**src/rtl/dma_xfer_sched_if.sv**
```systemverilog
// dma_xfer_sched_if: requester and DMA handshake bundle for the
// DMA transfer scheduler.
interface dma_xfer_sched_if #(
    parameter int LEN_W = 8
) ();
    logic             c2m_req;
    logic [LEN_W-1:0] c2m_len;
    logic             m2c_req;
    logic [LEN_W-1:0] m2c_len;
    logic             dma_to_mem_valid;
    logic             dma_to_mem_enable;
    logic             dma_to_cpu_valid;
    logic             dma_to_cpu_enable;
    logic             c2m_grant;
    logic             m2c_grant;
    logic             mode;
    logic             dma_run;
    logic             busy;
    logic             done;
    logic             done_dir;
    logic [LEN_W-1:0] xfer_cnt;

    // scheduler side
    modport slave (
        input  c2m_req, c2m_len, m2c_req, m2c_len,
        input  dma_to_mem_valid, dma_to_mem_enable,
        input  dma_to_cpu_valid, dma_to_cpu_enable,
        output c2m_grant, m2c_grant, mode, dma_run,
        output busy, done, done_dir, xfer_cnt
    );

    // requester / DMA side
    modport master (
        output c2m_req, c2m_len, m2c_req, m2c_len,
        output dma_to_mem_valid, dma_to_mem_enable,
        output dma_to_cpu_valid, dma_to_cpu_enable,
        input  c2m_grant, m2c_grant, mode, dma_run,
        input  busy, done, done_dir, xfer_cnt
    );
endinterface

```
**src/rtl/dma_xfer_sched.sv**
```systemverilog
// dma_xfer_sched: round-robin CPU<->MEM transfer scheduler that gates
// the DMA engine and counts completed bytes from its handshakes.
module dma_xfer_sched #(
    parameter int LEN_W = 8
) (
    input logic               clk,
    input logic               resetn,
    dma_xfer_sched_if.slave   bus
);

    localparam logic [1:0] S_IDLE  = 2'd0;
    localparam logic [1:0] S_SETUP = 2'd1;
    localparam logic [1:0] S_RUN   = 2'd2;

    logic [1:0]       state;
    logic             last_dir;
    logic             half;
    logic [LEN_W-1:0] len_q;

    logic             any_req;
    logic             pick_c2m;
    logic             fire;
    logic [LEN_W-1:0] cnt_next;

    // arbitration and handshake decode; fires only count while dma_run is up
    always_comb begin
        any_req  = bus.c2m_req | bus.m2c_req;
        pick_c2m = bus.c2m_req & (~bus.m2c_req | ~last_dir);
        if (bus.mode)
            fire = bus.dma_run & bus.dma_to_mem_valid & bus.dma_to_mem_enable;
        else
            fire = bus.dma_run & bus.dma_to_cpu_valid & bus.dma_to_cpu_enable;
        cnt_next = bus.xfer_cnt + 1'b1;
    end

    // scheduler FSM, byte counter and registered outputs
    always_ff @(posedge clk) begin
        if (!resetn) begin
            state         <= S_IDLE;
            last_dir      <= 1'b0;
            half          <= 1'b0;
            len_q         <= '0;
            bus.c2m_grant <= 1'b0;
            bus.m2c_grant <= 1'b0;
            bus.mode      <= 1'b0;
            bus.dma_run   <= 1'b0;
            bus.busy      <= 1'b0;
            bus.done      <= 1'b0;
            bus.done_dir  <= 1'b0;
            bus.xfer_cnt  <= '0;
        end else begin
            bus.c2m_grant <= 1'b0;
            bus.m2c_grant <= 1'b0;
            bus.done      <= 1'b0;
            case (state)
                S_IDLE: begin
                    if (any_req) begin
                        state         <= S_SETUP;
                        bus.c2m_grant <= pick_c2m;
                        bus.m2c_grant <= ~pick_c2m;
                        bus.mode      <= pick_c2m;
                        len_q         <= pick_c2m ? bus.c2m_len
                                                  : bus.m2c_len;
                        bus.xfer_cnt  <= '0;
                        half          <= 1'b0;
                        bus.busy      <= 1'b1;
                    end
                end
                S_SETUP: begin
                    if (len_q == '0) begin
                        state        <= S_IDLE;
                        bus.done     <= 1'b1;
                        bus.done_dir <= bus.mode;
                        bus.busy     <= 1'b0;
                        last_dir     <= bus.mode;
                    end else begin
                        state       <= S_RUN;
                        bus.dma_run <= 1'b1;
                    end
                end
                S_RUN: begin
                    if (fire) begin
                        if (bus.mode && !half) begin
                            half <= 1'b1;
                        end else begin
                            half         <= 1'b0;
                            bus.xfer_cnt <= cnt_next;
                            if (cnt_next == len_q) begin
                                state        <= S_IDLE;
                                bus.dma_run  <= 1'b0;
                                bus.done     <= 1'b1;
                                bus.done_dir <= bus.mode;
                                bus.busy     <= 1'b0;
                                last_dir     <= bus.mode;
                            end
                        end
                    end
                end
                default: begin
                    state <= S_IDLE;
                end
            endcase
        end
    end

endmodule
```
**src/flat_wrapper.sv**
```systemverilog
// flat-port wrapper written by rule: the top's interface ports become plain ports
module dma_xfer_sched_flat 
#(
    parameter int LEN_W = 8
)
  (clk, resetn, bus_c2m_req, bus_c2m_len, bus_m2c_req, bus_m2c_len, bus_dma_to_mem_valid, bus_dma_to_mem_enable, bus_dma_to_cpu_valid, bus_dma_to_cpu_enable, bus_c2m_grant, bus_m2c_grant, bus_mode, bus_dma_run, bus_busy, bus_done, bus_done_dir, bus_xfer_cnt);
  dma_xfer_sched_if #(.LEN_W(LEN_W)) bus_i ();
  input logic clk;
  input logic resetn;
  input wire logic [$bits(bus_i.c2m_req)-1:0] bus_c2m_req;
  input wire logic [$bits(bus_i.c2m_len)-1:0] bus_c2m_len;
  input wire logic [$bits(bus_i.m2c_req)-1:0] bus_m2c_req;
  input wire logic [$bits(bus_i.m2c_len)-1:0] bus_m2c_len;
  input wire logic [$bits(bus_i.dma_to_mem_valid)-1:0] bus_dma_to_mem_valid;
  input wire logic [$bits(bus_i.dma_to_mem_enable)-1:0] bus_dma_to_mem_enable;
  input wire logic [$bits(bus_i.dma_to_cpu_valid)-1:0] bus_dma_to_cpu_valid;
  input wire logic [$bits(bus_i.dma_to_cpu_enable)-1:0] bus_dma_to_cpu_enable;
  output wire logic [$bits(bus_i.c2m_grant)-1:0] bus_c2m_grant;
  output wire logic [$bits(bus_i.m2c_grant)-1:0] bus_m2c_grant;
  output wire logic [$bits(bus_i.mode)-1:0] bus_mode;
  output wire logic [$bits(bus_i.dma_run)-1:0] bus_dma_run;
  output wire logic [$bits(bus_i.busy)-1:0] bus_busy;
  output wire logic [$bits(bus_i.done)-1:0] bus_done;
  output wire logic [$bits(bus_i.done_dir)-1:0] bus_done_dir;
  output wire logic [$bits(bus_i.xfer_cnt)-1:0] bus_xfer_cnt;
  assign bus_i.c2m_req = bus_c2m_req;
  assign bus_i.c2m_len = bus_c2m_len;
  assign bus_i.m2c_req = bus_m2c_req;
  assign bus_i.m2c_len = bus_m2c_len;
  assign bus_i.dma_to_mem_valid = bus_dma_to_mem_valid;
  assign bus_i.dma_to_mem_enable = bus_dma_to_mem_enable;
  assign bus_i.dma_to_cpu_valid = bus_dma_to_cpu_valid;
  assign bus_i.dma_to_cpu_enable = bus_dma_to_cpu_enable;
  assign bus_c2m_grant = bus_i.c2m_grant;
  assign bus_m2c_grant = bus_i.m2c_grant;
  assign bus_mode = bus_i.mode;
  assign bus_dma_run = bus_i.dma_run;
  assign bus_busy = bus_i.busy;
  assign bus_done = bus_i.done;
  assign bus_done_dir = bus_i.done_dir;
  assign bus_xfer_cnt = bus_i.xfer_cnt;
  dma_xfer_sched #(.LEN_W(LEN_W)) u_core (.clk(clk), .resetn(resetn), .bus(bus_i));
endmodule
```
**config.mk**
```make
export PLATFORM = sky130hd
export DESIGN_NAME = dma_xfer_sched_flat
export DESIGN_NICKNAME = d
export VERILOG_FILES = /design/src/rtl/dma_xfer_sched_if.sv /design/src/rtl/dma_xfer_sched.sv /design/src/flat_wrapper.sv
export SDC_FILE = /design/constraint.sdc
export NUM_CORES = 1
export LEC_CHECK = 0
export BUFFER_PORTS_ARGS = -buffer_cell sky130_fd_sc_hd__buf_2
export CAP_MARGIN = 10
export CORE_ASPECT_RATIO = 0.75
export CORE_MARGIN = 8
export CORE_UTILIZATION = 47
export DETAILED_ROUTE_END_ITERATION = 16
export PLACE_DENSITY = 0.75
export SLEW_MARGIN = 20
export SYNTH_ARGS = -nofsm -noshare
export SYNTH_HDL_FRONTEND = slang
export SYNTH_SLANG_ARGS = --single-unit
```
**constraint.sdc**
```tcl
create_clock -name clk -period 2.32 [get_ports clk]
set_input_delay 0.464 -clock clk [delete_from_list [all_inputs] [get_ports clk]]
set_output_delay 0.464 -clock clk [all_outputs]
set_load 0.1 [all_outputs]
```
# Word level (Yosys, flattened, before mapping)

Cells that the tools add are included.
W data, S select, Z words.

Reduce and logical (&&, ||, !) cells: 15
Bitwise gates (word level): 10
Equal/unequal tests: 9
Multiplexer cells: 34
Add/sub/neg operators: 1

Operator list:

| operator              | number |
|---|---|
| $mux W8               | 4 |
| $mux W1               | 18 |
| $pmux W8 S2           | 1 |
| $mux W2               | 5 |
| $reduce_and A5 Y1     | 2 |
| $add A8 B1 Y8 const B | 1 |
| $eq A8 B8 Y1          | 1 |
| $logic_not A8 Y1      | 1 |
| $ne A2 B1 Y1 const B  | 4 |
| $pmux W1 S2           | 4 |
| $reduce_and A4 Y1     | 2 |
| $pmux W2 S3           | 1 |
| $reduce_and A3 Y1     | 2 |
| $reduce_and A6 Y1     | 1 |
| $and A1 B1 Y1         | 5 |
| $ne A2 B2 Y1 const B  | 2 |
| $reduce_bool A2 Y1    | 2 |
| $not A1 Y1            | 3 |
| $pmux W1 S3           | 1 |
| $reduce_bool A3 Y1    | 1 |
| $eq A2 B1 Y1 const B  | 1 |
| $eq A2 B2 Y1 const B  | 1 |
| $logic_not A2 Y1      | 1 |
| $or A1 B1 Y1          | 2 |
| other kinds (3)       | 3 |

Bits in registers: 26
Logic and storage cells: 80
Output and inout bits: 15

# Longest topological paths before layout

Gate-level depths: netlist of the first run.

Word-level depth: 6
Depth in mapped cells: 8
Mapped depth without buffers: 7

# Least setup slack after synthesis of the first run

Ideal clock, no wire load.

Kind: reg2reg
Start point: register u_core.bus.xfer_cnt[0]
End point: register u_core.bus.done_dir
Data required time: 2247 ps
Period minus slack after synthesis: 3002 ps
Buffers on the path: 1
Cell stages (with the launch flop): 8
Library setup time: 73 ps
Data arrival time: 2929 ps
Slack: -682 ps
Cell sequence: dfxtp_1 > buf_2 > nand4_1 > or3_4 > a2111oi_4 > a41oi_4 > a2111oi_4 > mux2i_1

Cells in the longest elaborated chain, start to end: 4

RTL lines:

| item                        | line                    | RTL |
|---|---|---|
| start, declared             | dma_xfer_sched_if.sv:29 | `output busy, done, done_dir, xfer_cnt` |
| start signal, assigned      | dma_xfer_sched.sv:87    | `bus.xfer_cnt <= cnt_next;` |
| $add A8 B1 Y8               | dma_xfer_sched.sv:33    | `cnt_next = bus.xfer_cnt + 1'b1;` |
| $eq A8 B8 Y1                | dma_xfer_sched.sv:88    | `if (cnt_next == len_q) begin` |
| $ne A2 B1 Y1 (no line)      | n/a                     |  |
| $reduce_and A5 Y1 (no line) | n/a                     |  |
| end signal, assigned        | dma_xfer_sched.sv:73    | `bus.done_dir <= bus.mode;` |
| end signal, assigned        | dma_xfer_sched.sv:92    | `bus.done_dir <= bus.mode;` |
| end, declared               | dma_xfer_sched_if.sv:29 |  |

Every way passes these cells.
A chain may end at the register's enable or synchronous reset.

# Final worst setup path of the first run

Start point: register u_core.bus.xfer_cnt[5]
End point: register u_core.bus.done_dir

Same word-level chain as after synthesis.

==> impl_results.md, run 1 <==
* Status: finished clean
* Core area at 0.00324 mm²
* Via count at 1411
* Die Footprint at between 0.005 and 0.006 mm²
* Seq cells post-synth at 26
* CTS tree: yes
* Post-synthesis cell type count at 44
* TritonRoute pass-1 iters at 4
* Vias in the first global route at 1234
* Nature of the critical path startpoint: flip-flop
* Max-cap viol count at 0
* CP max FO at 10
* Setup TNS at 0 ns
* Site Rows at 18
* Top Usage Layer GRT: met1
* Final Instance Area at 0.00188 mm²
* First-pass GRT wire length at slightly below 6 mm
* Violation count after the first detailed-route iteration at between 90 and 100
* Crit path DAT at between 2 and 2.5 ns
* P per Cell Area at 1040 mW/mm²
* Pin count of the biggest net entering global routing at 20
* Cell Area, Synth at 0.00157 mm²
* Synth top area cells: dfxtp_1, mux2i_1, a211oi_1
* Layout cells sized above 1 at 0.282
* Die Span Y at ~66 µm
* Post-Route Skew at around 0.0050 ns
* Fmax at ~460 MHz
* Gate Count Post-Synth at between 150 and 200
* Postcts setup bufs at 0
* Setup Viol. Count Final at 0
* Final ANT Viol Nets at 0
* Largest area contributor in the synthesized netlist: dfxtp_1
* GPL Wtd Cong at around 0.9
* Share of the synthesized area in the top cell type at 0.331
* Sequential area share after synthesis at 0.331
* Total gr overflow at 0
* Mean area per synthesized cell at 8.63 µm²
* Worst slew margin relative to its limit at 0.613
* Residual DRC at 0
* Total track usage at 0.135
* Crit path required time at between 2 and 3 ns
* Fin crit share at 0.929
* Pins Over Slew Limit at 0
* DIE WIDTH at a little over 80 µm
* Area added between synthesis and finish at 19.8%
* Most frequent cells in the layout: buf_2, nor2_1, dfxtp_1
* Peak supply drop at 0.656 mV
* Total Wirelength at between 3 and 4 mm
* I/O Buffers at 38
* EDFF count, synth at 0
* Root Buffer: clkbuf_8
* Grt met1 use at 0.206
* Worst r2r src: u_core.bus.xfer_cnt[5]
* Nets at around 250
* Initial antenna violation count at 0
* Post-DP HPWL at ~2.8 mm
* Clk slew on worst S/H paths at roughly 0.1 ns
* Clock sink count at 26
* I/O pin count at 39
* Hold Crit Class: flip-flop to flip-flop
* Ys async rst share at 0
* Worst-Skew Late Latency at 0.27 ns
* ANT cells at 0
* Post-CTS Hold Fix Bufs at 0
* Met3 global-route usage at 0.0380
* Yosys warns at 0
* P_leak at slightly above 0.8 nW
* DR WL/cell at between 10 and 15 µm
* Total CTS buffers at 3
* H-tree Lvls at 1
* Critical path origin: u_core.bus.xfer_cnt[5]
* Unrepaired setup endpoints after global routing: no
* Worst setup EP type: flip-flop
* Initial core utilization at 0.485
* Hold Startpoint: u_core.bus.xfer_cnt[7]
* Vias/cell at roughly 5.5
* Post_cts resized at 0
* Final Hold Fails at 0
* Ys flop type: dfxtp_1
* Most common cell after layout, fill and taps aside: buf_2
* Filler instances at 300
* Critical path type: flip-flop to flip-flop
* Met2 usage at 0.180
* Worst-margin pin slew at ~0.58 ns
* CTS Buffer Depth at 2
* Placed Area at about 0.0018 mm²
* Syn_nets at 211
* Final Critical Period at about 2.2 ns
## per-stage QoR
step | setup slack, ns | util | power (mW) | std cells | hold slack (ns)
floorplan | -0.0272 | - | 1.45 | 182 | 0.441
global route | 0.0166 | 0.581 | 2.09 | 256 | 0.487
global placement | 0.202 | 0.559 | 1.62 | 252 | 0.459
CTS | 0.146 | 0.580 | 1.97 | 256 | 0.469
finish | 0.164 | 0.581 | 1.96 | 256 | 0.468
detailed placement | 0.172 | 0.559 | 1.63 | 252 | 0.455
## cells by family (layout without fill, tap and decap cells)
| logic type | count (synthesis) | after routing | synth area share |
|---|---|---|---|
| AND/OR/NAND/NOR | 64 | 64 | 0.209 |
| AO/OA/AOI/OAI | 49 | 49 | 0.247 |
| flip-flops | 26 | 26 | 0.331 |
| buffers and inverters | 17 | 51 | 0.0462 |
| multiplexers | 13 | 13 | 0.0828 |
| XOR/XNOR | 8 | 8 | 0.0446 |
| adder cells (fa/ha/maj) | 5 | 5 | 0.0398 |
## power breakdown
group	total (mW)	internal [mW]	switching, mW	leakage, nW
combinational	0.974	0.337	0.638	0.564
clock	0.338	0.188	0.150	0.0339
sequential	0.652	0.544	0.108	0.220
## worst max-delay path, stage by stage (launching register included)
cell       delay [ns]
dfxtp_4          0.41
nand4_1          0.16
or3_4            0.41
a2111oi_4        0.38
a41oi_4          0.19
a2111oi_4        0.35
mux2i_1          0.20
## layout make-up
cell class                 count  area, µm²  area share
multi-input combinational    139        981       0.521
clock buffer                   4       66.3      0.0352
sequential                    26        551       0.292
timing repair buffer          41        213       0.113
inverter                       6       22.5      0.0120
tap                           40       50.0      0.0266
## worst paths after layout
path,cells after the start,slack (ns),to
max,6,0.16,u_core.bus.done_dir
min,1,0.47,u_core.bus.xfer_cnt[7]
max reg2reg,6,0.16,u_core.bus.done_dir
min reg2reg,1,0.47,u_core.bus.xfer_cnt[7]
## state kept, by name, summed over array words and instances, names as in the netlist
register              flops
u_core.len_q              8
u_core.bus.dma_run        1
u_core.bus.done_dir       1
u_core.bus.mode           1
u_core.bus.c2m_grant      1
u_core.half               1
u_core.bus.done           1
u_core.bus.xfer_cnt       8
u_core.bus.m2c_grant      1
u_core.state              2
u_core.bus.busy           1
## synth_stat cells (all sizes together) (4+ instances only)
master	count
a211oi	9
a21oi	4
and3	4
buf	4
clkbuf	7
dfxtp	26
ha	5
inv	6
mux2i	13
nand2	15
nand3	6
nand4	4
nor2	16
nor2b	4
o21ai	15
o31ai	4
or3	5
xor2	5
## metal layers
| layer | share of wire | wire length (µm) |
|---|---|---|
| met5 | 0 | 0 |
| met4 | 0.0042 | 15 |
| met3 | 0.049 | 175 |
| met2 | 0.41 | 1480 |
| met1 | 0.53 | 1930 |
Power figures use the tool's default switching activity.
==> run 2: changes to the inputs <==
--- a/config.mk
+++ b/config.mk
@@ -12,6 +12,7 @@
 export CORE_UTILIZATION = 47
 export DETAILED_ROUTE_END_ITERATION = 16
 export PLACE_DENSITY = 0.75
+export RECOVER_POWER = 100
 export SLEW_MARGIN = 20
 export SYNTH_ARGS = -nofsm -noshare
 export SYNTH_HDL_FRONTEND = slang
==> run 2 against run 1 <==
Effect of this change: cell count unchanged; wire length up 0.69%; sequential share of layout area up 0.29 points; utilization down 0.58 points; die area unchanged; critical path type unchanged; highest routed layer unchanged.
==> impl_results.md, run 2 (synthesized netlist as in run 1, its figures left out) <==
* Status: finished clean
* Crit-path max cell delay at 0.41 ns
* Final Hold Fails at 0
* Worst setup EP type: flip-flop
* Critical path type: flip-flop to flip-flop
* Pin count of the biggest net entering global routing at 20
* Max-cap viol count at 0
* Critical path's slowest cell: dfxtp_4
* Pins Over Slew Limit at 0
* First-pass GRT wire length at slightly below 6 mm
* Crit path required time at between 2 and 3 ns
* Die Span Y at roughly 66 µm
* DIE WIDTH at about 83 µm
* Root Buffer: clkbuf_8
* Worst-margin pin slew at 1.17 ns
* Via count at around 1400
* Post-DP HPWL at 2.84 mm
* Hold Startpoint: u_core.bus.xfer_cnt[7]
* Worst slew margin relative to its limit at 0.221
* Worst R2R End: u_core.bus.done_dir
* Most frequent cells in the layout: buf_2, nor2_1, dfxtp_1
* Peak supply drop at 0.653 mV
* Critical path, cell by cell: nand4_1, or3_4, a2111oi_4, a41oi_4, a2111oi_4, mux2i_1
* Site Rows at 18
* H-tree Lvls at 1
* Hold path cells at 1
* Hold Crit Class: flip-flop to flip-flop
* Total Wirelength at about 3.6 mm
* Final Critical Period at between 2 and 2.5 ns
* P per Cell Area at between 1000 and 1500 mW/mm²
* Post-Route Skew at about 0.0065 ns
* Reg2reg path depth at 6
* Layout cells sized above 1 at 0.213
* DR WL/cell at roughly 14 µm
* Total track usage at 0.135
* GPL Wtd Cong at approximately 0.9
* Vias/cell at 5.48
* Post-CTS Hold Fix Bufs at 0
* Post_cts resized at 0
* Core area at between 0.003 and 0.004 mm²
* Vias in the first global route at about 1200
* Setup Viol. Count Final at 0
* CTS Buffer Depth at 2
* Crit path buffers/inverters at 0
* Initial antenna violation count at 0
* Nature of the critical path startpoint: flip-flop
* P_leak at 0.753 nW
* I/O Buffers at 38
* TritonRoute pass-1 iters at 4
* Non-Filler Instances at approximately 260
* Clk slew on worst S/H paths at around 0.10 ns
* Register area at roughly 550 µm²
* Fin crit share at 0.928
* Die Footprint at roughly 0.0055 mm²
* Filler instances at just over 300
* Fmax at between 400 and 500 MHz
* I/O pin count at 39
* Postcts setup bufs at 0
* Final ANT Viol Nets at 0
* Worst-Skew Late Latency at about 0.27 ns
* Min-Delay Endpoint: u_core.bus.xfer_cnt[7]
* Hold slack at between 0.4 and 0.5 ns
* Multi-input logic area at ~980 µm²
* Most frequent CP cell: a2111oi_4
* Unrepaired setup endpoints after global routing: no
* Residual DRC at 0
* ANT cells at 0
* CP max FO at 10
* CTS tree: yes
* Clock sink count at 26
* Crit path DAT at between 2 and 2.5 ns
* Nets at 246
* Top flop regs: u_core.bus.xfer_cnt: 8 flops, u_core.len_q: 8 flops, u_core.state: 2 flops
* Reg2reg setup slack at ~0.17 ns
* Placed cell count at between 200 and 300
* Area added between synthesis and finish at 18.6%
* Total CTS buffers at 3
* Initial core utilization at 0.485
* Most common cell after layout, fill and taps aside: buf_2
* Crit path max-delay family: compound AO/OA/AOI/OAI gates
* Total gr overflow at 0
* Violation count after the first detailed-route iteration at between 100 and 150
* Worst r2r src: u_core.bus.xfer_cnt[5]
run 2: where the power goes:
| group | internal (mW) | total [mW] | switching [mW] |
|---|---|---|---|
| clock | 0.188 | 0.339 | 0.152 |
| sequential | 0.544 | 0.653 | 0.109 |
| combinational | 0.327 | 0.965 | 0.638 |
run 2: per-layer routing:
layer  up-vias  routed length, µm  track usage
li1        731                  -            -
met1       632               1920        0.206
met2        38               1500        0.180
met3         2                186       0.0380
met4         0                 15       0.0258
met5         -                  0            0
run 2: worst max-delay path by stage:
stage	startpoint	to	slack, ns	cells past startpoint
final	u_core.bus.xfer_cnt[5]	u_core.bus.done_dir	0.17	6
after global routing	u_core.bus.xfer_cnt[5]	u_core.bus.done_dir	0.02	6
after CTS	u_core.bus.xfer_cnt[0]	u_core.bus.done_dir	0.15	7
after detailed placement	u_core.bus.xfer_cnt[0]	u_core.bus.done_dir	0.17	7
after global placement	u_core.bus.xfer_cnt[0]	u_core.bus.done_dir	0.20	7
after floorplan	u_core.bus.xfer_cnt[3]	u_core.bus.done_dir	-0.03	7
run 2: cell type report:
class / instances / share of cell area
multi-input combinational: 139 / 0.526
sequential: 26 / 0.295
inverter: 6 / 0.0121
clock buffer: 4 / 0.0356
tap: 40 / 0.0268
timing repair buffer: 41 / 0.104
run 2: per-stage QoR:
step                cell area, µm²  TNS [ns]  power (mW)  utilization  setup slack, ns
floorplan                     1620   -0.0272        1.45            -          -0.0272
global placement              1810         0        1.62        0.559            0.202
detailed placement            1810         0        1.63        0.559            0.172
CTS                           1880         0        1.97        0.580            0.146
global route                  1860         0        2.08        0.575           0.0153
finish                        1860         0        1.96        0.575            0.167
